### config.mk
export PLATFORM = sky130hd
export DESIGN_NAME = xshifter_pipe
export DESIGN_NICKNAME = d
export VERILOG_FILES = /design/src/rtl/xshifter_pipe.sv
export SDC_FILE = /design/constraint.sdc
export NUM_CORES = 1
export LEC_CHECK = 0
export BUFFER_PORTS_ARGS = -buffer_cell sky130_fd_sc_hd__buf_2
export CORE_MARGIN = 1.5
export CORE_UTILIZATION = 60
export DETAILED_ROUTE_END_ITERATION = 8
export HOLD_SLACK_MARGIN = 0.15
export PLACE_DENSITY_LB_ADDON = 0.15
export SYNTH_ARGS = -nofsm -noshare
export SYNTH_HDL_FRONTEND = slang
export SYNTH_SLANG_ARGS = --single-unit
export TNS_END_PERCENT = 20
### constraint.sdc
create_clock -name clk -period 13.2 [get_ports clk]
set_input_delay 2.64 -clock clk [delete_from_list [all_inputs] [get_ports clk]]
set_output_delay 2.64 -clock clk [all_outputs]
set_load 0.02 [all_outputs]
### src/rtl/xshifter_pipe.sv
// xshifter_pipe: pipelined barrel shifter with valid/ready handshaking.
//
// The shift is split into AW = log2(WIDTH) registered stages. Stage k moves the
// operand by 2^k positions when bit k of the captured shift amount is set. A
// single advance enable moves the whole pipe at once, so a stalled consumer
// freezes every stage and deasserts in_ready.
//
// Ports:
//   clk       - clock, all state updates on the rising edge
//   rst       - synchronous active-high reset
//   in_valid  - request present on in_data/in_amt/in_mode
//   in_ready  - request accepted when in_valid && in_ready
//   in_data   - operand, WIDTH bits
//   in_amt    - shift distance 0..WIDTH-1, AW bits
//   in_mode   - 00 SLL, 01 SRL, 10 SRA, 11 ROR (rotate right)
//   out_valid - out_data/out_zero hold a result
//   out_ready - consumer takes the result when out_valid && out_ready
//   out_data  - shifted result
//   out_zero  - out_data is all zeros
module xshifter_pipe #(
    parameter int unsigned WIDTH = 32,
    localparam int unsigned AW = $clog2(WIDTH)
) (
    input  logic             clk,
    input  logic             rst,
    input  logic             in_valid,
    output logic             in_ready,
    input  logic [WIDTH-1:0] in_data,
    input  logic [AW-1:0]    in_amt,
    input  logic [1:0]       in_mode,
    output logic             out_valid,
    input  logic             out_ready,
    output logic [WIDTH-1:0] out_data,
    output logic             out_zero
);

    // One stage step: shift d by sh positions according to mode m.
    function automatic logic [WIDTH-1:0] shift_by(input logic [WIDTH-1:0] d,
                                                  input logic [1:0]       m,
                                                  input int unsigned      sh);
        logic [WIDTH-1:0] r;
        case (m)
            2'b00:   r = d << sh;
            2'b01:   r = d >> sh;
            // Arithmetic shift replicates the current MSB, which after any earlier
            // SRA stage is still the operand's sign bit.
            2'b10:   r = $signed(d) >>> sh;
            default: r = (d >> sh) | (d << (WIDTH - sh));
        endcase
        return r;
    endfunction

    logic             adv;
    logic [WIDTH-1:0] data_q   [AW];
    logic [WIDTH-1:0] data_d   [AW];
    logic [WIDTH-1:0] src_data [AW];
    logic [AW-1:0]    amt_q    [AW];
    logic [AW-1:0]    src_amt  [AW];
    logic [1:0]       mode_q   [AW];
    logic [1:0]       src_mode [AW];
    logic [AW-1:0]    valid_q;
    logic [AW-1:0]    src_valid;
    logic             zero_q;
    logic             zero_d;

    assign adv      = !valid_q[AW-1] || out_ready;
    assign in_ready = adv;

    always_comb begin
        // Bubbles enter as all-zero so idle input pins never reach the outputs.
        src_valid[0] = in_valid;
        src_data[0]  = in_valid ? in_data : '0;
        src_amt[0]   = in_valid ? in_amt : '0;
        src_mode[0]  = in_valid ? in_mode : 2'b00;
        for (int k = 1; k < AW; k++) begin
            src_valid[k] = valid_q[k-1];
            src_data[k]  = data_q[k-1];
            src_amt[k]   = amt_q[k-1];
            src_mode[k]  = mode_q[k-1];
        end
        for (int k = 0; k < AW; k++) begin
            data_d[k] = src_amt[k][k] ? shift_by(src_data[k], src_mode[k], 1 << k)
                                      : src_data[k];
        end
        zero_d = (data_d[AW-1] == '0);
    end

    always_ff @(posedge clk) begin
        if (rst) begin
            valid_q <= '0;
            zero_q  <= 1'b1;
            for (int k = 0; k < AW; k++) begin
                data_q[k] <= '0;
                amt_q[k]  <= '0;
                mode_q[k] <= 2'b00;
            end
        end else if (adv) begin
            valid_q <= src_valid;
            zero_q  <= zero_d;
            for (int k = 0; k < AW; k++) begin
                data_q[k] <= data_d[k];
                amt_q[k]  <= src_amt[k];
                mode_q[k] <= src_mode[k];
            end
        end
    end

    assign out_valid = valid_q[AW-1];
    assign out_data  = data_q[AW-1];
    assign out_zero  = zero_q;

endmodule

After elaboration in Yosys (flattened, before gate mapping):

Memories as Yosys holds them, arrays and structs flattened.
Cells that the tools add are included.

* register bits: 6
* bits in writable memories: 195
* input port bits: 43
* logic and storage cells: 76
* memories: 3

Memories
* data_q: words 5, width 32, read ports 5, clocked after memory_dff 0, wr ports 5, RTL line 54 `logic [WIDTH-1:0] data_q [AW];`
* amt_q: words 5, width 5, read ports 4, clocked after memory_dff 0, wr ports 5, RTL line 57 `logic [AW-1:0] amt_q [AW];`
* mode_q: words 5, width 2, read ports 4, clocked after memory_dff 0, wr ports 5, RTL line 59 `logic [1:0] mode_q [AW];`

* equality and inequality tests: 10
* muxes and demuxes: 33
* bitwise operators: 20
* reduce and logical (&&, ||, !) cells: 8

Operators with widths (count)
* $pmux 32 s3: 5
* $mux 32: 11
* $logic_not 32->1: 1
* $or 16x32->32: 1
* $or 24x32->32: 1
* $or 28x32->32: 1
* $or 30x32->32: 1
* $or 31x32->32: 1
* $mux 5: 6
* $or 1x1->1: 15
* $mux 2: 6
* $eq 2x1->1 const B: 5
* $eq 2x2->1 const B: 5
* $logic_not 2->1: 5
* $mux 1: 5
* $logic_not 1->1: 1
* $logic_or 1x1->1: 1

Longest topological paths before layout:

* depth in word-level cells: 6
* gate-level depth with buffers: 8
* mapped depth without buffers: 5

Least setup slack after synthesis:

No wires, ideal clock.

* path kind: input to register
* start: in rst
* end: mem amt_q[0][13] (netlist name) (enable)
* setup time: 0.571 ns
* arrival: 6.929 ns
* data required time: 12.629 ns
* path slack: 5.700 ns
* stages: 1
* cell sequence: nand2b_1

RTL lines
* start: declaration: RTL line 25 `input logic rst,`
* end: declaration: RTL line 57

Final worst setup path:

* start: in out_ready
* end: out in_ready

* longest elaborated chain between the ends: 1

Ends and longest elaborated chain
* start: declaration: RTL line 32 `input logic out_ready,`
* $logic_or 1x1->1: RTL line 66 `assign adv = !valid_q[AW-1] || out_ready;`
* end: declaration: RTL line 27 `output logic in_ready,`

No other way between the ends.

==> metrics.md <==
| Metric | Value |
|---|---|
| Final std cells w/o fill | 1187 |
| Deepest level of the CTS H-tree | 4 |
| Worst setup path class | primary input to output pin |
| DRT Pass-1 Iters | 6 |
| Deepest clock path buffer count | 2 |
| Cell type with the largest total area after synthesis | edfxtp_1 |
| Total clock buffers created by CTS | 17 |
| CP Capture Type | output pin |
| Crit-path cells | buf_2 > nor2b_1 > inv_1 > buf_2 |
| Total power consumption of the routed design | 1.350 mW |
| Maximum number of pins on one net before global-route repair | 128 |
| Number of top-level pins | 78 |
| Worst hold path stage count | 2 |
| Clock skew | 0.007310 ns |
| Number of enable-type register cells in the synthesized netlist | 178 |
| Cell area power density | 126.1 mW/mm² |
| Remaining Overflow, GRT | 0 |
| Warnings, synthesis | 0 |
| First-pass GRT wire length | 30730 µm |
| Worst rel slew slack | 14.97% |
| DR DRC count | 0 |
| Cells on worst reg2reg path | 5 |
| Static power due to leakage | 4.053 nW |
| Synth Cell Area | 0.009897 mm² |
| Max frequency | 0.1568 GHz |
| Total of cells resized after clock tree synthesis | 0 |
| Smallest setup slack after layout | 6.822 ns |
| Final period demand of the worst path | 6.378 ns |
| Highest-count cells in the layout ignoring fill and taps | 178 x edfxtp_1, 159 x nor2_1, 151 x nand2_1, 77 x buf_2, 70 x a311oi_1 |
| Ant. Diodes | 0 |
| Final HPWL DP | 12960 µm |
| DRT iter0 DRCs | 571 |
| Via total after detailed routing | 7145 |
| Pre-CTS setup slack | 6.819 ns |
| Required time of the worst setup path | 10.56 ns |
| Number of instances in the synthesized netlist | 971 |
| Number of hold-slack violations in the final timing report | 0 |
| Cell type of the slowest stage on the worst timing path | nor2b_1 |
| Total instance count after detailed placement | 1155 |
| IR Drop Worst-Case VDD | 0.00009613 V |
| Total global routing track utilization | 22.16% |
| Setup_tns | 0 ns |
| Clock root buffer | clkbuf_16 |
| Clock tree from TritonCTS | done |
| Net Count, Synth | 1014 |
| Core area | 0.01600 mm² |
| Final nets | 1001 |
| Final cycle utilization of the critical path | 48.32% |
| Type of the tightest min-delay check | flip-flop to flip-flop |
| Initial antenna violation count | 0 |
| Run status | complete, no violations |
| Endpoint arrival time on the critical path | 3.74 ns |
| Total of flip-flops plus latches after synthesis | 184 |
| Top FF cell, synth | edfxtp_1 |
| Clock network latency to the later pin of the worst-skew pair | 0.43 ns |
| Register area share after synthesis | 55.22% |
| Max-capacitance violation count | 0 |
| CP most frequent cell | buf_2 |
| Number of clock sinks seen by CTS | 184 |
| Setup violation total in the final timing report | 0 |
| Post-synthesis to final-layout area growth | 8.243% |
| Most frequent standard cell in the layout excluding fill and tap cells | edfxtp_1 |
| Initial cell density of the core | 61.85% |
| Detailed-route wire length per cell | 15.84 µm |
| Setup Fix Bufs, Post-CTS | 0 |
| Area of the die | 0.01727 mm² |
| Weighted congestion reported at the end of routability-driven placement | 0.8772 |
| Post-synthesis area per instance | 10.19 µm² |
| Number of I/O port buffers | 77 |
| Count of pins over their slew limit | 0 |
| Via count of the first global-routing pass | 6161 |
| Synth top area share | 54.01% |
| Critical Path Start Type | primary input |
| Floorplan die width | 131.4 µm |
| Vias per cell | 6.019 |
| Maximum cell stage delay along the critical path | 0.51 ns |
| Proportion of synthesized flip-flops having asynchronous set or reset | 0% |
| Clock transition at path regs | 0.06 ns |
| Proportion of layout cells with a drive suffix above 1 | 14.21% |
| Top area cells in the synthesized netlist | edfxtp_1 54%, a311oi_1 6.2%, nor2_1 6.0% |
| RSZ-0062 raised after global routing | false |
| Hold Slack | 0.4532 ns |
| Synth unique cells | 48 |
| Hold Buf Count CTS | 0 |
| Slew at the pin closest to its max-slew limit | 1.275 ns |
| Die H | 131.4 µm |
| Row count | 46 |
| Max Fanout on Critical Path | 9 |
| Post-detailed-routing wire length | 18800 µm |
| Antenna-violating nets left | 0 |
==> report_power, final <==
group	switching [mW]	internal (mW)	total [mW]
clock	0.210	0.338	0.548
sequential	0.0252	0.666	0.691
combinational	0.0672	0.0436	0.111
==> critical path, delay by kind of cell <==
kind,cells,cell delay [ns]
buf+inv,3,0.59
simple gates,1,0.51
==> logic make-up (layout without fill, tap and decap cells) <==
group                  count (synthesis)  count (layout)  synth area share [%]
AND/OR/NAND/NOR                      394             394                 17.31
buffers and inverters                125             125                 6.220
multiplexers                          41              41                 4.374
flip-flops                           184             184                 55.22
AO/OA/AOI/OAI                        227             227                 16.88
==> state kept, by name, indices dropped and copies added (netlist names) <==
name,count
valid_q,5
amt_q,10
data_q,160
out_zero,1
mode_q,8
==> cell usage after synthesis (10+ instances only) <==
cell type	count
clkbuf_1	73
buf_4	33
a21oi_1	25
nand2b_1	18
edfxtp_1	178
nand3_1	16
a22oi_1	27
a211oi_1	41
nor2_1	159
nand2_1	151
mux2i_1	29
a311oi_1	70
a221oi_1	10
o21ai_0	33
and2_1	15
==> area by class of cell <==
type,instances,area (µm²)
repair buffers,87,460.4
well taps,216,270.3
inverters,6,22.52
clock inverters,14,222.7
clock buffers,18,429.2
multi-input cells,662,3842
fillers,1273,5288
flip-flops and latches,184,5465
==> per-stage QoR <==
stage	util (%)	instance area, µm²
after detailed placement	62.88	10060
after global placement	62.88	10060
after global routing	66.95	10710
final	66.95	10710
after CTS	66.95	10710
after floorplan	-	9897
==> path summary, 6_finish.rpt <==
kind / start / slack (ns) / end
worst max register to register: amt_q[0][19] / 10.02 / out_zero
worst min register to register: valid_q[3] / 0.45 / valid_q[3]
worst max-delay path: out_ready / 6.82 / in_ready
worst min-delay path: valid_q[3] / 0.45 / valid_q[3]
==> routing by layer <==
metal  track usage (%)  wire length [µm]
met5                 0                 0
met3             4.167               685
met4             9.630               527
met2             39.09              9818
met1             26.48              7771
Power figures use the tool's default switching activity.
